<file path="config.mk">
export PLATFORM = sky130hd
export DESIGN_NAME = vga_scanout
export DESIGN_NICKNAME = d
export VERILOG_FILES = /design/src/rtl/vga_pkg.sv /design/src/rtl/pixel_fifo.sv /design/src/rtl/vga_scanout.sv
export SDC_FILE = /design/constraint.sdc
export NUM_CORES = 1
export LEC_CHECK = 0
export CAP_MARGIN = 20
export CORE_MARGIN = 4
export CORE_UTILIZATION = 50
export DETAILED_ROUTE_END_ITERATION = 16
export DONT_BUFFER_PORTS = 1
export SETUP_SLACK_MARGIN = 0.2
export SLEW_MARGIN = 20
export SYNTH_ARGS = -nofsm -noshare
export SYNTH_HDL_FRONTEND = slang
export SYNTH_SLANG_ARGS = --single-unit
</file>
<file path="constraint.sdc">
create_clock -name CLK -period 9.7 [get_ports CLK]
set_input_delay 1.94 -clock CLK [delete_from_list [all_inputs] [get_ports CLK]]
set_output_delay 1.94 -clock CLK [all_outputs]
set_load 0.02 [all_outputs]
</file>
<file path="src/rtl/vga_pkg.sv">
// Shared video definitions: default 640x480 timing, RGB pixel format and colour-bar palette.
// Pure declarations; no clocked logic, so no latency or flow-control semantics here.
package vga_pkg;

  localparam int H_ACTIVE_DEF = 640;
  localparam int H_FP_DEF     = 16;
  localparam int H_SYNC_DEF   = 96;
  localparam int H_BP_DEF     = 48;
  localparam int V_ACTIVE_DEF = 480;
  localparam int V_FP_DEF     = 10;
  localparam int V_SYNC_DEF   = 2;
  localparam int V_BP_DEF     = 33;

  localparam int RGB_W = 24;

  typedef struct packed {
    logic [7:0] r;
    logic [7:0] g;
    logic [7:0] b;
  } rgb_t;

  // Bar order left to right across the active line.
  typedef enum logic [2:0] {
    BAR_WHITE, BAR_YELLOW, BAR_CYAN, BAR_GREEN,
    BAR_MAGENTA, BAR_RED, BAR_BLUE, BAR_BLACK
  } bar_e;

  localparam logic [7:0] CH_ON  = 8'hFF;
  localparam logic [7:0] CH_OFF = 8'h00;

  function automatic rgb_t bar_colour(input bar_e bar);
    rgb_t c;
    case (bar)
      BAR_WHITE:   c = '{CH_ON,  CH_ON,  CH_ON };
      BAR_YELLOW:  c = '{CH_ON,  CH_ON,  CH_OFF};
      BAR_CYAN:    c = '{CH_OFF, CH_ON,  CH_ON };
      BAR_GREEN:   c = '{CH_OFF, CH_ON,  CH_OFF};
      BAR_MAGENTA: c = '{CH_ON,  CH_OFF, CH_ON };
      BAR_RED:     c = '{CH_ON,  CH_OFF, CH_OFF};
      BAR_BLUE:    c = '{CH_OFF, CH_OFF, CH_ON };
      default:     c = '{CH_OFF, CH_OFF, CH_OFF};
    endcase
    return c;
  endfunction

endpackage

</file>
<file path="src/rtl/pixel_fifo.sv">
// Generic synchronous FIFO, 2**AW deep; dout shows the head word combinationally (no fall-through on empty).
// Push ignored when full, pop ignored when empty; full/empty reflect stored state only.
module pixel_fifo #(
  parameter int W  = 24,
  parameter int AW = 4
) (
  input  logic         CLK,
  input  logic         RESET,
  input  logic         push,
  input  logic         pop,
  input  logic [W-1:0] din,
  output logic [W-1:0] dout,
  output logic         full,
  output logic         empty
);

  localparam logic [AW:0] PTR_ONE = (AW+1)'(1);

  logic [W-1:0] mem [2**AW];
  logic [AW:0]  wr_ptr;
  logic [AW:0]  rd_ptr;
  logic         do_push;
  logic         do_pop;

  // Extra pointer MSB tells a full ring apart from an empty one.
  assign full    = (wr_ptr[AW] != rd_ptr[AW]) && (wr_ptr[AW-1:0] == rd_ptr[AW-1:0]);
  assign empty   = (wr_ptr == rd_ptr);
  assign do_push = push && !full;
  assign do_pop  = pop && !empty;
  assign dout    = mem[rd_ptr[AW-1:0]];

  always_ff @(posedge CLK) begin
    if (do_push && !RESET) begin
      mem[wr_ptr[AW-1:0]] <= din;
    end
  end

  always_ff @(posedge CLK) begin
    if (RESET) begin
      wr_ptr <= '0;
      rd_ptr <= '0;
    end else begin
      if (do_push) wr_ptr <= wr_ptr + PTR_ONE;
      if (do_pop)  rd_ptr <= rd_ptr + PTR_ONE;
    end
  end

endmodule

</file>
<file path="src/rtl/vga_scanout.sv">
// VGA scanout: buffers the loader's RGB stream and drives raster timing; VGA_SCANOUT_TEST_PATTERN_EN adds TP_SEL colour bars.
// Every output is registered one clock after the raster counters; PIX_READY drops only while the FIFO is full.
module vga_scanout
  import vga_pkg::*;
#(
  parameter int               H_ACTIVE     = H_ACTIVE_DEF,
  parameter int               H_FP         = H_FP_DEF,
  parameter int               H_SYNC       = H_SYNC_DEF,
  parameter int               H_BP         = H_BP_DEF,
  parameter int               V_ACTIVE     = V_ACTIVE_DEF,
  parameter int               V_FP         = V_FP_DEF,
  parameter int               V_SYNC       = V_SYNC_DEF,
  parameter int               V_BP         = V_BP_DEF,
  parameter int               FIFO_AW      = 4,
  parameter logic [RGB_W-1:0] UNDERRUN_RGB = 24'h000000
) (
  input  logic             CLK,
  input  logic             RESET,
  input  logic [RGB_W-1:0] PIX_DATA,
  input  logic             PIX_VALID,
`ifdef VGA_SCANOUT_TEST_PATTERN_EN
  input  logic             TP_SEL,
`endif
  output logic             PIX_READY,
  output logic             HSYNC,
  output logic             VSYNC,
  output logic             DE,
  output logic [RGB_W-1:0] RGB,
  output logic             FRAME_START,
  output logic             UNDERRUN
);

  localparam int H_TOTAL = H_ACTIVE + H_FP + H_SYNC + H_BP;
  localparam int V_TOTAL = V_ACTIVE + V_FP + V_SYNC + V_BP;
  localparam int HW      = $clog2(H_TOTAL);
  localparam int VW      = $clog2(V_TOTAL);

  localparam logic [HW-1:0] H_LAST     = HW'(H_TOTAL - 1);
  localparam logic [HW-1:0] H_ACT_LAST = HW'(H_ACTIVE - 1);
  localparam logic [HW-1:0] HS_FIRST   = HW'(H_ACTIVE + H_FP);
  localparam logic [HW-1:0] HS_LAST    = HW'(H_ACTIVE + H_FP + H_SYNC - 1);
  localparam logic [VW-1:0] V_LAST     = VW'(V_TOTAL - 1);
  localparam logic [VW-1:0] V_ACT_LAST = VW'(V_ACTIVE - 1);
  localparam logic [VW-1:0] VS_FIRST   = VW'(V_ACTIVE + V_FP);
  localparam logic [VW-1:0] VS_LAST    = VW'(V_ACTIVE + V_FP + V_SYNC - 1);

  logic [HW-1:0] h_cnt;
  logic [VW-1:0] v_cnt;
  logic          h_last;
  logic          v_last;
  logic          active;
  logic          hs;
  logic          vs;
  logic          frame_first;

  logic             fifo_push;
  logic             fifo_pop;
  logic             fifo_full;
  logic             fifo_empty;
  logic [RGB_W-1:0] fifo_dout;

  logic tp_on;
  rgb_t pix_bar;
  rgb_t pix_next;
  logic underrun_hit;

  logic hsync_q;
  logic vsync_q;
  logic de_q;
  logic fs_q;
  logic underrun_q;
  rgb_t rgb_q;

  assign h_last      = (h_cnt == H_LAST);
  assign v_last      = (v_cnt == V_LAST);
  assign active      = (h_cnt <= H_ACT_LAST) && (v_cnt <= V_ACT_LAST);
  assign hs          = (h_cnt >= HS_FIRST) && (h_cnt <= HS_LAST);
  assign vs          = (v_cnt >= VS_FIRST) && (v_cnt <= VS_LAST);
  assign frame_first = (h_cnt == '0) && (v_cnt == '0);

`ifdef VGA_SCANOUT_TEST_PATTERN_EN
  localparam int BAR_W = H_ACTIVE / 8;
  localparam int BPW   = (BAR_W > 1) ? $clog2(BAR_W) : 1;
  localparam logic [BPW-1:0] BAR_PX_LAST = BPW'(BAR_W - 1);

  logic [BPW-1:0] bar_px;
  logic [2:0]     bar_idx;

  // Runs in lockstep with h_cnt so bar widths need no divider.
  always_ff @(posedge CLK) begin
    if (RESET || h_last) begin
      bar_px  <= '0;
      bar_idx <= '0;
    end else if (bar_px == BAR_PX_LAST) begin
      bar_px  <= '0;
      bar_idx <= bar_idx + 3'd1;
    end else begin
      bar_px  <= bar_px + BPW'(1);
    end
  end

  assign tp_on   = TP_SEL;
  assign pix_bar = bar_colour(bar_e'(bar_idx));
`else
  assign tp_on   = 1'b0;
  assign pix_bar = '0;
`endif

  // Acceptance depends only on stored occupancy, so a same-cycle pop never frees a slot early.
  assign PIX_READY = !fifo_full;
  assign fifo_push = PIX_VALID && !fifo_full;

  always_comb begin
    pix_next     = '0;
    fifo_pop     = 1'b0;
    underrun_hit = 1'b0;
    if (active) begin
      if (tp_on) begin
        pix_next = pix_bar;
      end else if (!fifo_empty) begin
        pix_next = fifo_dout;
        fifo_pop = 1'b1;
      end else begin
        pix_next     = UNDERRUN_RGB;
        underrun_hit = 1'b1;
      end
    end
  end

  pixel_fifo #(
    .W  (RGB_W),
    .AW (FIFO_AW)
  ) u_fifo (
    .CLK   (CLK),
    .RESET (RESET),
    .push  (fifo_push),
    .pop   (fifo_pop),
    .din   (PIX_DATA),
    .dout  (fifo_dout),
    .full  (fifo_full),
    .empty (fifo_empty)
  );

  always_ff @(posedge CLK) begin
    if (RESET) begin
      h_cnt      <= '0;
      v_cnt      <= '0;
      hsync_q    <= 1'b1;
      vsync_q    <= 1'b1;
      de_q       <= 1'b0;
      fs_q       <= 1'b0;
      rgb_q      <= '0;
      underrun_q <= 1'b0;
    end else begin
      if (h_last) begin
        h_cnt <= '0;
        v_cnt <= v_last ? '0 : v_cnt + VW'(1);
      end else begin
        h_cnt <= h_cnt + HW'(1);
      end
      hsync_q <= ~hs;
      vsync_q <= ~vs;
      de_q    <= active;
      fs_q    <= frame_first;
      rgb_q   <= pix_next;
      // Frame start clears the flag, but an underrun on that same pixel re-arms it.
      underrun_q <= (underrun_q && !frame_first) || underrun_hit;
    end
  end

  assign HSYNC       = hsync_q;
  assign VSYNC       = vsync_q;
  assign DE          = de_q;
  assign FRAME_START = fs_q;
  assign RGB         = rgb_q;
  assign UNDERRUN    = underrun_q;

endmodule

</file>
==> flow_summary.toml <==
[run_status]
status = "complete, no violations"

[logic_synthesis]
ys_seq_elements = 443
ys_seq_area_share_pct = 75.8
ys_async_sr_fraction_pct = 0
syn_inst = 857
yosys_warnings = 0
synth-edff-count = 384
synth_area_um2 = 16800
synth_cell_type_count = 43
ys.flop_type = "edfxtp_1"
synth_nets = 894
syn_area_per_cell_um2 = 19.6

[die]
start_util_pct = 51.2
num_io_pins = 57
die_w_um = 191
fp-row-count = 66
die_h_um = 191
core-area_um2 = 32800
die-area_um2 = 36500

[global_route]
antenna_found_initial = 1
grt_pass1_wl_um = 51800
grt_start_max_net_pins = 61
gr-total-overflow = 0
track_usage_pct = 18.9
grt_pass1_vias = 8471

[sta]
slew_violations = 0
tns_ns = 0
hold_viol = 0
fin_crit_sh_pct = 43.9
worst_clock_skew_ns = 0.0106
relSlewSlack_pct = 34.5
setup_viol = 0
fmax_mhz = 235
tightestPinTransition_ns = 0.983
rsz0062_at_grt = "no"
period_needed_ns = 4.26

[layout]
design_area_um2 = 18900
antenna_cells = 0
final_cell_count_no_fill = 1361
fin_nets = 919
area_growth_pct = 12.4
final_util_pct = 57.5
drive_above_1_share_pct = 23.5

[clock_tree]
cts_tree = "yes"
clk_pin_slew_ns = 0.05
ctsHoldBuffers = 0
cts_resized = 0
clockBufferDepth = 3
insertion_delay_ns = 0.54
htreeDepth = 2
cts_setup_buffers = 0
clock-root-buffer = "clkbuf_16"
clock_sinks = 443
cts_buffers = 46

[critical_path]
critPathRequiredTime_ns = 7.76
path_max_fanout = 60
crit_type = "flip-flop to primary output"
critPathCapture = "PIX_READY"
cp_data_arrival_time_ns = 2.32
worstSetupStartpoint = "u_fifo.rd_ptr[2]$_SDFFE_PP0P_"
crit_buf_inv = 0
cp_num_cells = 3
critPathMaxStageDelay_ns = 0.95
cp-end-kind = "primary output"
reg2reg_to = "u_fifo.mem[6][0]$_DFFE_PP_"
rr_startpoint = "u_fifo.rd_ptr[2]$_SDFFE_PP0P_"
cpMaxStageDelayCell = "dfxtp_4"
crit_family = "flip-flops"
reg2reg_slack_ns = 6.92
path_cells = "xnor2_1, and4_1, nand2_1"
cp-start-kind = "flip-flop"
rr_worst_depth = 6

[hold_path]
min_path_type = "flip-flop to flip-flop"
hold_start = "h_cnt[0]$_SDFF_PP0_"

[routing]
wl_per_cell_um = 25.0
ant_nets = 0
first_pass_iters = 5
remaining_drc_errors = 0
vias = 8212
vias_per_cell = 6.03
drt_iter0_markers = 583
wirelength_um = 34000

[placement]
dp.cells = 1276
gp_congestion = 0.818
hpwlAfterDp_um = 19100
portBuffers = 0
placed_area_um2 = 17400

[pwr]
power_w = 0.00449
ir_drop_v = 0.000192
power_leakage_nw = 5.79
p_per_area_nw_per_um2 = 238

[run]
cap_violations = 0
[metal layers]
| metal | vias up | global-route usage, % | share of wire, % |
|---|---|---|---|
| met4 | 0 | 4.06 | 1.7 |
| met3 | 53 | 3.47 | 5.9 |
| met2 | 242 | 32.5 | 51 |
| li1 | 3575 | - | - |
| met5 | - | 0 | 0 |
| met1 | 4342 | 25.7 | 41 |
[placed cells by master (no fill, tap or decap), types with 5 or more instances in the layout]
master     count
clkbuf_1      17
dfxtp_1       56
nor2b_1        6
nor2_1        23
xnor2_1       12
clkbuf_16     47
clkbuf_8       7
buf_4         26
and3_1         5
nand4_1        6
xor2_1         5
edfxtp_1     384
clkinv_2       5
nand3_1       13
mux2_2         6
inv_1         13
mux4_2        96
ha_1          10
clkinv_1       6
o22ai_1       48
nor3_1        26
a21oi_1       11
o21ai_0        6
nand2_1       18
nor3_2         8
nor4_1         9
nor4_2         8
[synthesized netlist by cell type (4+ instances only)]
library cell | instances | share of area, %
and4_1 | 4 | 0.21
o31ai_1 | 4 | 0.18
nand3_1 | 13 | 0.39
nor3_1 | 34 | 1.0
or3_1 | 4 | 0.15
buf_2 | 15 | 0.45
edfxtp_1 | 384 | 69
nor4_1 | 17 | 0.63
nand2_1 | 18 | 0.40
o21ai_0 | 6 | 0.18
nor2_1 | 23 | 0.51
inv_1 | 13 | 0.29
a21oi_1 | 11 | 0.33
clkbuf_1 | 28 | 0.63
nor2b_1 | 6 | 0.22
buf_1 | 4 | 0.089
xor2_1 | 5 | 0.26
dfxtp_1 | 59 | 7.0
nand4_1 | 6 | 0.22
o22ai_1 | 48 | 1.8
xnor2_1 | 12 | 0.63
ha_1 | 10 | 0.75
mux2_2 | 6 | 0.40
mux4_2 | 96 | 13
and3_1 | 5 | 0.19
[worst reg2reg max path, cell delays in order (launching register included)]
cell and delay (ns):
dfxtp_4 0.95, xnor2_1 0.20, nand4_1 0.25, o21ai_1 0.09, buf_4 0.23, nor4_2 0.24
buf_4 0.45
[sequential cells by signal (all words and copies together), names as in the netlist]
signal / count
RGB: 24
u_fifo.mem: 384
FRAME_START: 1
VSYNC: 1
u_fifo.wr_ptr: 5
h_cnt: 10
u_fifo.rd_ptr: 5
DE: 1
HSYNC: 1
v_cnt: 10
UNDERRUN: 1
[layout make-up]
type	count	area (µm²)
inverters	13	48.8
repair buffers	26	195
fillers	2422	13900
clock inverters	14	93.8
well taps	442	553
clock buffers	71	1340
multi-input cells	352	3900
flip-flops and latches	443	12700
[how the worst min path moves through the flow]
stage | endpoint | cells after the start
global route | h_cnt[0]$_SDFF_PP0_ | 1
CTS | h_cnt[0]$_SDFF_PP0_ | 1
detailed placement | h_cnt[0]$_SDFF_PP0_ | 1
floorplan | VSYNC$_SDFF_PP1_ | 1
global placement | h_cnt[0]$_SDFF_PP0_ | 1
finish | h_cnt[0]$_SDFF_PP0_ | 1
[report_power, final]
part           switching, W  internal (W)  total, W
clock network      0.000682      0.000972   0.00165
logic              0.000285      0.000297  0.000581
registers          0.000126       0.00213   0.00226
[metrics by stage]
step	hold slack (ns)	worst slack [ns]
2_1_floorplan	0.426	4.23
3_3_place_gp	0.460	5.97
3_5_place_dp	0.469	5.96
4_1_cts	0.482	5.39
5_1_grt	0.536	5.29
6_report	0.481	5.44
[cells by family after synthesis]
| logic type | Yosys count | synth area share (%) |
|---|---|---|
| flops | 443 | 75.8 |
| simple gates | 141 | 4.70 |
| mux | 103 | 13.4 |
| compound gates | 81 | 3.01 |
| buf+inv | 62 | 1.53 |
| xor+xnor | 17 | 0.888 |
| fa+ha+maj | 10 | 0.746 |
(Power assumes the default switching activity.)
